==> src/rtl/mul8_seq_ctrl_if.sv <==
// rtl/mul8_seq_ctrl_if.sv - request/result handshake and shared-adder signals for mul8_seq_ctrl
interface mul8_seq_ctrl_if #(
  parameter int WIDTH = 8
);
  logic                 start;
  logic [WIDTH-1:0]     multiplicand;
  logic [WIDTH-1:0]     multiplier;
  logic                 busy;
  logic                 done;
  logic [2*WIDTH-1:0]   product;
  logic [WIDTH-1:0]     add_a;
  logic [WIDTH-1:0]     add_b;
  logic                 add_cin;
  logic [WIDTH-1:0]     add_s;
  logic                 add_cout;

  // master is the surrounding environment: requester plus the combinational adder
  modport master (
    output start, multiplicand, multiplier, add_s, add_cout,
    input  busy, done, product, add_a, add_b, add_cin
  );

  modport slave (
    input  start, multiplicand, multiplier, add_s, add_cout,
    output busy, done, product, add_a, add_b, add_cin
  );
endinterface

==> src/rtl/mul8_seq_ctrl.sv <==
// rtl/mul8_seq_ctrl.sv - shift-add multiply sequencer driving one shared external adder
module mul8_seq_ctrl #(
  parameter int WIDTH = 8
) (
  input  logic              clk,
  input  logic              rst_n,
  mul8_seq_ctrl_if.slave    bus
);
  localparam int CW = (WIDTH > 1) ? $clog2(WIDTH) : 1;

  typedef enum logic [1:0] {
    S_IDLE = 2'd0,
    S_ITER = 2'd1,
    S_DONE = 2'd2
  } state_t;

  state_t               r_state;
  state_t               w_next;
  logic [WIDTH-1:0]     r_m;
  logic [WIDTH-1:0]     r_acc;
  logic [WIDTH-1:0]     r_q;
  logic [CW-1:0]        r_cnt;
  logic [2*WIDTH-1:0]   r_product;
  logic                 w_last;
  logic [WIDTH-1:0]     w_acc_next;
  logic [WIDTH-1:0]     w_q_next;

  assign w_last     = (r_cnt == CW'(WIDTH - 1));
  // combined right shift of {cout, s, q}: carry lands in the acc MSB
  assign w_acc_next = {bus.add_cout, bus.add_s[WIDTH-1:1]};
  assign w_q_next   = {bus.add_s[0], r_q[WIDTH-1:1]};

  always_ff @(posedge clk or negedge rst_n) begin
    if (!rst_n) begin
      r_state <= S_IDLE;
    end else begin
      r_state <= w_next;
    end
  end

  always_comb begin
    w_next = r_state;
    case (r_state)
      S_IDLE:  if (bus.start) w_next = S_ITER;
      S_ITER:  if (w_last)    w_next = S_DONE;
      S_DONE:                 w_next = S_IDLE;
      default:                w_next = S_IDLE;
    endcase
  end

  // adder operands depend only on state and registers, so the adder loop never closes combinationally
  always_comb begin
    bus.busy    = 1'b0;
    bus.done    = 1'b0;
    bus.add_a   = '0;
    bus.add_b   = '0;
    bus.add_cin = 1'b0;
    case (r_state)
      S_ITER: begin
        bus.busy  = 1'b1;
        bus.add_a = r_acc;
        bus.add_b = r_q[0] ? r_m : '0;
      end
      S_DONE: begin
        bus.busy = 1'b1;
        bus.done = 1'b1;
      end
      default: ;
    endcase
  end

  always_ff @(posedge clk or negedge rst_n) begin
    if (!rst_n) begin
      r_m       <= '0;
      r_acc     <= '0;
      r_q       <= '0;
      r_cnt     <= '0;
      r_product <= '0;
    end else begin
      case (r_state)
        S_IDLE: begin
          if (bus.start) begin
            r_m   <= bus.multiplicand;
            r_q   <= bus.multiplier;
            r_acc <= '0;
            r_cnt <= '0;
          end
        end
        S_ITER: begin
          r_acc <= w_acc_next;
          r_q   <= w_q_next;
          r_cnt <= r_cnt + CW'(1);
          if (w_last) begin
            r_product <= {w_acc_next, w_q_next};
          end
        end
        default: ;
      endcase
    end
  end

  assign bus.product = r_product;
endmodule
==> src/flat_wrapper.sv <==
// flat-port wrapper written by rule: the top's interface ports become plain ports
module mul8_seq_ctrl_flat 
#(
  parameter int WIDTH = 8
)
  (clk, rst_n, bus_start, bus_multiplicand, bus_multiplier, bus_add_s, bus_add_cout, bus_busy, bus_done, bus_product, bus_add_a, bus_add_b, bus_add_cin);
  mul8_seq_ctrl_if #(.WIDTH(WIDTH)) bus_i ();
  input  logic clk;
  input  logic rst_n;
  input wire logic [$bits(bus_i.start)-1:0] bus_start;
  input wire logic [$bits(bus_i.multiplicand)-1:0] bus_multiplicand;
  input wire logic [$bits(bus_i.multiplier)-1:0] bus_multiplier;
  input wire logic [$bits(bus_i.add_s)-1:0] bus_add_s;
  input wire logic [$bits(bus_i.add_cout)-1:0] bus_add_cout;
  output wire logic [$bits(bus_i.busy)-1:0] bus_busy;
  output wire logic [$bits(bus_i.done)-1:0] bus_done;
  output wire logic [$bits(bus_i.product)-1:0] bus_product;
  output wire logic [$bits(bus_i.add_a)-1:0] bus_add_a;
  output wire logic [$bits(bus_i.add_b)-1:0] bus_add_b;
  output wire logic [$bits(bus_i.add_cin)-1:0] bus_add_cin;
  assign bus_i.start = bus_start;
  assign bus_i.multiplicand = bus_multiplicand;
  assign bus_i.multiplier = bus_multiplier;
  assign bus_i.add_s = bus_add_s;
  assign bus_i.add_cout = bus_add_cout;
  assign bus_busy = bus_i.busy;
  assign bus_done = bus_i.done;
  assign bus_product = bus_i.product;
  assign bus_add_a = bus_i.add_a;
  assign bus_add_b = bus_i.add_b;
  assign bus_add_cin = bus_i.add_cin;
  mul8_seq_ctrl #(.WIDTH(WIDTH)) u_core (.clk(clk), .rst_n(rst_n), .bus(bus_i));
endmodule
==> config.mk <==
export PLATFORM = sky130hd
export DESIGN_NAME = mul8_seq_ctrl_flat
export DESIGN_NICKNAME = d
export VERILOG_FILES = /design/src/rtl/mul8_seq_ctrl_if.sv /design/src/rtl/mul8_seq_ctrl.sv /design/src/flat_wrapper.sv
export SDC_FILE = /design/constraint.sdc
export NUM_CORES = 1
export LEC_CHECK = 0
export ABC_AREA = 1
export BUFFER_PORTS_ARGS = -buffer_cell sky130_fd_sc_hd__buf_2
export CAP_MARGIN = 10
export CORE_MARGIN = 1.5
export CORE_UTILIZATION = 51
export CTS_CLUSTER_DIAMETER = 150
export DETAILED_ROUTE_END_ITERATION = 16
export PLACE_DENSITY = 0.79
export SLEW_MARGIN = 20
export SYNTH_ARGS = -nofsm -noshare
export SYNTH_HDL_FRONTEND = slang
export SYNTH_SLANG_ARGS = --single-unit
==> constraint.sdc <==
create_clock -name clk -period 1.65 [get_ports clk]
set_clock_uncertainty 0.15 [all_clocks]
set_input_delay 0.165 -clock clk [delete_from_list [all_inputs] [get_ports clk]]
set_output_delay 0.165 -clock clk [all_outputs]
set_load 0.01 [all_outputs]
Yosys cells after proc, flatten, opt, wreduce, memory -nomap -nowiden
Cells that the tools add are included.
{"block": "word_totals", "regBits": 45, "out_inout_bits": 35}
{"block": "op_classes", "n_mux": 14, "n_addsub": 1, "n_eq_ne": 5, "reduce_logical": 7}
{"cell": "$mux 8", "n": 5}
{"cell": "$pmux 8 s2", "n": 2}
{"cell": "$reduce_and 2->1", "n": 4}
{"cell": "$pmux 3 s2", "n": 1}
{"cell": "$mux 2", "n": 2}
{"cell": "$pmux 2 s2", "n": 1}
{"cell": "$add 3x1->3 const B", "n": 1}
{"cell": "$eq 3x3->1 const B", "n": 1}
{"cell": "$mux 3", "n": 1}
{"cell": "$eq 2x1->1 const B", "n": 1}
{"cell": "$eq 2x2->1 const B", "n": 1}
{"cell": "$logic_not 2->1", "n": 1}
{"cell": "$mux 1", "n": 2}
{"cell": "$ne 2x1->1 const B", "n": 1}
{"cell": "$ne 2x2->1 const B", "n": 1}
{"cell": "$reduce_bool 2->1", "n": 1}
{"cell": "$reduce_or 2->1", "n": 1}

Depth between registers and ports, before layout
Gate-level depths: netlist of run 1.
{"block": "logic_depth", "ltp_word": 3, "ltp_mapped": 8, "mapped_depth_nobuf": 7}

Worst setup path after synthesis of run 1
OpenSTA, ideal clock, no wires.
{"block": "synth_path", "path_kind": "flip-flop to flip-flop", "startpoint": "register u_core.r_cnt[0]", "endpoint": "register u_core.r_product[13], in the netlist u_core.bus.product[13]", "required_ps": 1435, "stages_incl_launch_ff": 8, "path_slack_ps": 151, "n_path_buf": 2, "setup_time_ps": 65, "arrival_time_ps": 1284, "synth_period_minus_slack_ps": 1499, "path_cell_list": "dfrtp_1 -> ha_1 -> ha_1 -> buf_6 -> nand2_1 -> buf_4 -> nand2_1 -> nand2_1"}
{"block": "synth_between", "elab_chain_len": 2}
{"element": "from (decl)", "line_no": "mul8_seq_ctrl.sv:22", "rtl": "logic [CW-1:0] r_cnt;"}
{"element": "from (signal assigned)", "line_no": "mul8_seq_ctrl.sv:92", "rtl": "r_cnt <= r_cnt + CW'(1);"}
{"element": "$eq 3x3->1", "line_no": "mul8_seq_ctrl.sv:28", "rtl": "assign w_last = (r_cnt == CW'(WIDTH - 1));"}
{"element": "$reduce_and 2->1 (no line)"}
{"element": "to (signal assigned)", "line_no": "mul8_seq_ctrl.sv:94", "rtl": "r_product <= {w_acc_next, w_q_next};"}
{"element": "to (decl)", "line_no": "mul8_seq_ctrl.sv:23", "rtl": "logic [2*WIDTH-1:0] r_product;"}
No other way between the ends.
A chain may end at the register's enable or synchronous reset.

Final worst setup path of run 1
{"block": "layout_path", "startpoint": "register u_core.r_state[1]", "endpoint": "output bus_add_b[7]"}
{"block": "layout_between", "elab_chain_len": 2}
{"element": "from (decl)", "line_no": "mul8_seq_ctrl.sv:17", "rtl": "state_t r_state;"}
{"element": "from (signal assigned)", "line_no": "mul8_seq_ctrl.sv:37", "rtl": "r_state <= w_next;"}
{"element": "$eq 2x1->1", "line_no": "mul8_seq_ctrl.sv:58", "rtl": "case (r_state)"}
{"element": "$mux 8", "line_no": "mul8_seq_ctrl.sv:58"}
{"element": "to (decl)", "line_no": "flat_wrapper.sv:19", "rtl": "output wire logic [$bits(bus_i.add_b)-1:0] bus_add_b;"}
No other way between the ends.

==> results by group, run 1 <==
Finish
  – Most frequent cells in the layout: 91 x nand2_1, 52 x buf_2, 47 x nand3_1, 45 x dfrtp_1, 20 x buf_4
  – Most common cell after layout, fill and taps aside: nand2_1
  – Share of cells above drive strength 1: 0.343
  – Area growth syn-to-layout: 45.9%
  – NumNets Final: 394
  – # diodes: 0
  – Final instance area: 0.00309 sq mm

Synth
  – Synth Cell Area: 0.00212 sq mm
  – Gate Count Post-Synth: 265
  – Mean area per synthesized cell: 7.98 sq um
  – Synth Register Bits: 45
  – Sequential share of the synthesized area: 0.532
  – Yosys warns: 0
  – Post-Syn Nets: 299
  – Post-synth cell types: 13

Clock tree
  – Clk root buf: clkbuf_8
  – CTS tree: yes
  – H-tree levels: 2
  – TritonCTS Buffers: 5
  – Clock Sinks: 45
  – Reg clk slew, reported paths: 0.08 ns
  – Clock Latency Late Sink: 0.30 ns
  – Clock Tree Buf Depth: 2

Routing
  – Final wirelength: 5730 microns
  – Vias/cell: 5.09
  – # DRC: 0
  – Post-route ant nets: 0
  – Vias: 2092
  – Routed wire per std cell: 13.9 microns
  – Initial DRT Pass Iterations: 5
  – Initial DRC Count: 146

Global route
  – Global-route wire length before repair: 8310 microns
  – Initial antenna violation count: 0
  – Vias in the first global route: 1889
  – Grt met3 use: 0.0500
  – Pin count of the biggest net entering global routing: 46
  – Met1 GRT Util: 0.298
  – Total track usage: 0.243
  – GRT Max-Usage Layer: met2
  – Grt total ovfl: 0
  – GR Util met2: 0.431

Critical path
  – FF-to-FF Start: u_core.r_state[0]$_DFFE_PN0P_
  – WS Path Type: reg2out
  – Worst reg2reg path depth: 7
  – Worst R2R Setup Slack: -0.02 ns
  – WP data required: 1.33 ns
  – CP Max Fanout: 8
  – CP startpoint kind: register
  – Worst Path Arrival: 1.42 ns
  – Crit Reg-Reg Endpoint: u_core.r_acc[3]$_DFFE_PN0P_
  – Endpoint class of the critical path: primary output

Run
  – # Max-Cap Violations: 0

Die
  – Die area: 0.00454 sq mm
  – # rows: 23
  – Die H: 67.4 microns
  – Starting density of the core: 0.529
  – Core area: 0.00400 sq mm
  – IO Pins: 63
  – Die W: 67.4 microns

STA
  – Final Setup Violations: 17
  – Final Max Slew Viols: 0
  – Hold Fails Final Rpt: 0
  – RSZ-0062 raised after global routing: yes
  – Fmax: 575 MHz
  – Tcrit/Tclk final: 1.05
  – Final min period: 1.74 ns
  – Worst-margin pin slew: 0.571 ns
  – Final worst setup slack: -0.0885 ns
  – Slew headroom: 0.619
  – Final setup TNS: -0.688 ns

Worst hold path
  – Hold path depth: 3
  – Min-delay src: bus_add_s[3]
  – Hold EP: u_core.bus.product[10]$_DFFE_PN0P_
  – Min-delay worst type: in2reg

Power and ir drop
  – Peak VDD IR: 0.000914 V
  – Pwr Total: 5.32 mW
  – PwrDens: 1720 mW/mm^2
  – Leak Pwr: 1.75 nW

Place
  – Worst slack, placed: -0.0106 ns
  – Port buffer count: 61
  – Final RePlAce weighted congestion: 0.818
  – Area of placed instances: 0.00252 sq mm
  – Dpl hpwl: 3340 microns

Status
  – Status: complete, but fails checks
  – Failing checks: negative setup slack
## routing by layer
metal  routed length, microns  share of wire
met1                     2290           0.40
met2                     3000           0.52
met3                      292          0.051
met4                      150          0.026
met5                        0              0
## synth_stat cells
library cell,count,area [sq um]
conb_1,1,3.75
ha_1,6,75.1
inv_1,21,78.8
nand2_2,2,12.5
nand2_1,102,383
buf_6,1,11.3
buf_4,5,37.5
a21oi_1,8,40.0
buf_2,9,45.0
inv_2,1,3.75
nand3_1,47,235
nor2_1,17,63.8
dfrtp_1,45,1130
## sequential cells by signal (all words and copies together) (netlist names)
| signal | count |
|---|---|
| u_core.bus.product | 16 |
| u_core.r_acc | 8 |
| u_core.r_cnt | 3 |
| u_core.r_m | 8 |
| u_core.r_q | 8 |
| u_core.r_state | 2 |
## kinds of logic (layout without fill, tap and decap cells)
group / after synthesis / count (layout) / synth area share
AND/OR/NAND/NOR: 168 / 168 / 0.328
flip-flops: 45 / 45 / 0.532
buffers and inverters: 37 / 133 / 0.0834
AO/OA/AOI/OAI: 8 / 8 / 0.0189
other: 1 / 1 / 0.00177
adder cells (fa/ha/maj): 6 / 6 / 0.0355
## critical path, stage by stage, from the launching register on
cell	delay [ns]
dfrtp_1	0.41
inv_2	0.10
ha_4	0.23
nand2_8	0.11
nor2_2	0.13
buf_2	0.15
## final cells by class
class,count,area [sq um]
clock buffers,7,86.3
repair buffers,103,782
well taps,50,62.6
clock inverters,1,30.0
flip-flops and latches,45,1130
inverters,22,82.6
fillers,270,913
multi-input cells,183,917
## repair_timing
| item | in CTS | in global routing |
|---|---|---|
| buffers inserted | 5 | 5 |
| gates cloned | 0 | 1 |
| hold endpoints to repair | 65 | 0 |
| pin swaps | 0 | 0 |
| endpoints found under the setup margin | 24 | 22 |
| resized for setup | 7 | 44 |
| hold buffers | 17 | 0 |
## through the flow
| step | util | hold slack, ns | instances |
|---|---|---|---|
| after floorplan | - | -0.281 | 265 |
| after global placement | 0.630 | 0.125 | 375 |
| after detailed placement | 0.630 | 0.130 | 375 |
| after CTS | 0.718 | 0.00580 | 405 |
| after global routing | 0.772 | 0.00260 | 411 |
| final | 0.772 | 0.00276 | 411 |
## worst max-delay path by stage
stage | to | start | cells past startpoint | slack (ns)
6_report | bus_add_b[7] | u_core.r_state[1]$_DFFE_PN0P_ | 5 | -0.09
5_1_grt | bus_add_b[7] | u_core.r_state[1]$_DFFE_PN0P_ | 5 | -0.12
4_1_cts | bus_add_a[7] | u_core.r_state[1]$_DFFE_PN0P_ | 6 | 0.004
3_5_place_dp | u_core.r_q[7]$_DFFE_PN0P_ | u_core.r_state[1]$_DFFE_PN0P_ | 8 | -0.01
3_3_place_gp | u_core.r_q[2]$_DFFE_PN0P_ | u_core.r_state[1]$_DFFE_PN0P_ | 8 | 0.07
2_1_floorplan | u_core.bus.product[13]$_DFFE_PN0P_ | u_core.r_cnt[0]$_DFFE_PN0P_ | 7 | 0.15
## where the power goes
| part | internal [mW] | total (mW) | switching, mW |
|---|---|---|---|
| combinational | 1.17 | 2.62 | 1.45 |
| clock | 0.494 | 0.849 | 0.356 |
| sequential | 1.56 | 1.85 | 0.295 |
Note: power is estimated with default switching activity, not from simulation.
==> run 2: changes to the inputs <==
--- a/config.mk
+++ b/config.mk
@@ -8,11 +8,13 @@
 export ABC_AREA = 1
 export BUFFER_PORTS_ARGS = -buffer_cell sky130_fd_sc_hd__buf_2
 export CAP_MARGIN = 10
+export CELL_PAD_IN_SITES_DETAIL_PLACEMENT = 1
+export CELL_PAD_IN_SITES_GLOBAL_PLACEMENT = 2
 export CORE_MARGIN = 1.5
-export CORE_UTILIZATION = 51
+export CORE_UTILIZATION = 28
 export CTS_CLUSTER_DIAMETER = 150
 export DETAILED_ROUTE_END_ITERATION = 16
-export PLACE_DENSITY = 0.79
+export PLACE_DENSITY = 0.77
 export SLEW_MARGIN = 20
 export SYNTH_ARGS = -nofsm -noshare
 export SYNTH_HDL_FRONTEND = slang
==> results by group, run 2 (synthesis gave the netlist of run 1 again) <==
Status
  – Status: complete, but fails checks (unchanged)
  – Failing checks: negative setup slack (unchanged)

Routing
  – Post-route ant nets: 0 (unchanged)
  – Routed wire per std cell: 13.2 microns (was 13.9 microns)
  – Vias/cell: 4.47 (was 5.09)
  – Final wirelength: 6200 microns (was 5730 microns)
  – Initial DRC Count: 50 (was 146)
  – # DRC: 0 (unchanged)
  – Initial DRT Pass Iterations: 4 (was 5)
  – Vias: 2101 (was 2092)

Critical path
  – Worst Path Arrival: 1.36 ns (was 1.42 ns)
  – Slowest CP cell: dfrtp_1 (unchanged)
  – FF-to-FF Start: u_core.r_state[0]$_DFFE_PN0P_ (unchanged)
  – WP data required: 1.33 ns (about the same)
  – Crit-path max cell delay: 0.39 ns (was 0.41 ns)
  – Endpoint class of the critical path: primary output (unchanged)
  – Worst R2R Setup Slack: 0.05 ns (was -0.02 ns)
  – Crit Reg-Reg Endpoint: u_core.r_state[0]$_DFFE_PN0P_ (was u_core.r_acc[3]$_DFFE_PN0P_)
  – Worst path top cell family by delay: flip-flops (unchanged)
  – Worst reg2reg path depth: 8 (was 7)
  – WS Path Type: reg2out (unchanged)
  – Worst Path Buf+Inv: 4 (was 2)
  – CP startpoint kind: register (unchanged)
  – Critical Path, Cell by Cell: inv_2 -> ha_4 -> buf_12 -> nand2_2 -> inv_1 -> buf_2 (was inv_2 -> ha_4 -> nand2_8 -> nor2_2 -> buf_2)
  – CP Max Fanout: 7 (was 8)

Global route
  – Initial antenna violation count: 0 (unchanged)
  – Vias in the first global route: 2102 (was 1889)
  – Pin count of the biggest net entering global routing: 46 (unchanged)
  – Total track usage: 0.155 (was 0.243)
  – Global-route wire length before repair: 10000 microns (was 8310 microns)
  – Grt total ovfl: 0 (unchanged)

Die
  – Die H: 89.9 microns (was 67.4 microns)
  – IO Pins: 63 (unchanged)
  – Die W: 89.9 microns (was 67.4 microns)
  – Starting density of the core: 0.290 (was 0.529)
  – Die area: 0.00809 sq mm (was 0.00454 sq mm)
  – Core area: 0.00729 sq mm (was 0.00400 sq mm)
  – # rows: 31 (was 23)

Place
  – Worst slack, placed: -0.0310 ns (was -0.0106 ns)
  – Dpl hpwl: 3970 microns (was 3340 microns)
  – Final RePlAce weighted congestion: 0.722 (was 0.818)
  – Port buffer count: 61 (unchanged)

Clock tree
  – Clock Latency Late Sink: 0.30 ns (about the same)
  – Clock Sinks: 45 (unchanged)
  – H-tree levels: 2 (unchanged)
  – CTS tree: yes (unchanged)
  – TritonCTS Buffers: 5 (unchanged)
  – Clock Tree Buf Depth: 2 (unchanged)
  – Reg clk slew, reported paths: 0.09 ns (was 0.08 ns)
  – Clk root buf: clkbuf_8 (unchanged)

Finish
  – Max reg flops: 16 (unchanged)
  – Most frequent cells in the layout: 89 x nand2_1, 54 x buf_2, 47 x nand3_1, 45 x dfrtp_1, 24 x buf_4 (was 91 x nand2_1, 52 x buf_2, 47 x nand3_1, 45 x dfrtp_1, 20 x buf_4)
  – NumNets Final: 404 (was 394)
  – # diodes: 0 (unchanged)
  – Share of cells above drive strength 1: 0.350 (was 0.343)
  – Most common cell after layout, fill and taps aside: nand2_1 (unchanged)
  – Filler instances: 914 (was 270)
  – Area growth syn-to-layout: 52.0% (was 45.9%)

STA
  – Hold Fails Final Rpt: 0 (unchanged)
  – RSZ-0062 raised after global routing: yes (unchanged)
  – Final Setup Violations: 11 (was 17)
  – Final Max Slew Viols: 0 (unchanged)
  – Tcrit/Tclk final: 1.02 (was 1.05)
  – Final worst setup slack: -0.0263 ns (was -0.0885 ns)
  – Final min period: 1.68 ns (was 1.74 ns)
  – Fmax: 597 MHz (was 575 MHz)

Worst hold path
  – Hold path depth: 5 (was 3)
  – Min-delay src: bus_multiplier[2] (was bus_add_s[3])
  – Hold EP: u_core.r_q[2]$_DFFE_PN0P_ (was u_core.bus.product[10]$_DFFE_PN0P_)
  – Min-delay worst type: in2reg (unchanged)

Power and ir drop
  – PwrDens: 1630 mW/mm^2 (was 1720 mW/mm^2)
  – Pwr Total: 5.24 mW (was 5.32 mW)
  – Leak Pwr: 1.79 nW (was 1.75 nW)
  – Peak VDD IR: 0.000558 V (was 0.000914 V)

Run
  – # Max-Cap Violations: 0 (unchanged)
==> run 2: timing repair <==
action | CTS | global route
hold buffers | 19 | 0
gates resized for setup | 11 | 37
endpoints found under the hold margin | 70 | 0
setup buffers | 8 | 4
gates cloned | 1 | 2
pin swaps | 0 | 1
setup endpoints to repair | 38 | 45
==> run 2: layout make-up <==
cell class	count	area (sq um)	share of cell area
clock buffers	6	72.6	0.0226
repair buffers	113	891	0.277
well taps	99	124	0.0385
multi-input cells	183	907	0.282
flip-flops and latches	45	1130	0.350
clock inverters	2	10.0	0.00311
inverters	22	85.1	0.0265
==> run 2: how the worst max path moves through the flow <==
| stage | from | endpoint | slack, ns | cells past startpoint |
|---|---|---|---|---|
| global placement | u_core.r_cnt[0]$_DFFE_PN0P_ | u_core.bus.product[11]$_DFFE_PN0P_ | 0.03 | 6 |
| finish | u_core.r_state[1]$_DFFE_PN0P_ | bus_add_a[1] | -0.03 | 6 |
| CTS | u_core.r_state[1]$_DFFE_PN0P_ | bus_add_a[3] | -0.03 | 6 |
| detailed placement | u_core.r_state[1]$_DFFE_PN0P_ | bus_add_a[3] | -0.03 | 6 |
| global route | u_core.r_state[1]$_DFFE_PN0P_ | bus_add_a[4] | -0.09 | 6 |
| floorplan | u_core.r_cnt[0]$_DFFE_PN0P_ | u_core.bus.product[13]$_DFFE_PN0P_ | 0.15 | 7 |
==> run 2: routing by layer <==
metal | vias up | part of all wire | track usage
met5 | - | 0 | 0
met4 | 0 | 0.014 | 0.0516
met3 | 6 | 0.034 | 0.0254
met2 | 45 | 0.52 | 0.276
met1 | 1019 | 0.44 | 0.191
li1 | 1031 | - | -
==> run 2: per-stage QoR <==
| step | cell area, sq um | util | cells | hold slack [ns] | setup TNS, ns |
|---|---|---|---|---|---|
| floorplan | 2120 | - | 265 | -0.281 | 0 |
| global placement | 2620 | 0.360 | 428 | 0.0165 | 0 |
| detailed placement | 2620 | 0.360 | 428 | 0.0207 | -0.143 |
| CTS | 3030 | 0.415 | 464 | 0.00562 | -0.107 |
| global route | 3220 | 0.441 | 470 | 0.0290 | -1.28 |
| finish | 3220 | 0.441 | 470 | 0.00767 | -0.161 |
==> run 2: where the power goes <==
part	internal (mW)	switching, mW
sequential	1.56	0.277
combinational	1.30	1.42
clock	0.295	0.386
==> run 2: worst register-to-register path, delay by kind of cell (launching register included) <==
kind                     cells  cell delay (ns)
adder cells (fa/ha/maj)      1             0.24
buffers and inverters        3             0.43
flip-flops                   1             0.43
AND/OR/NAND/NOR              4             0.25
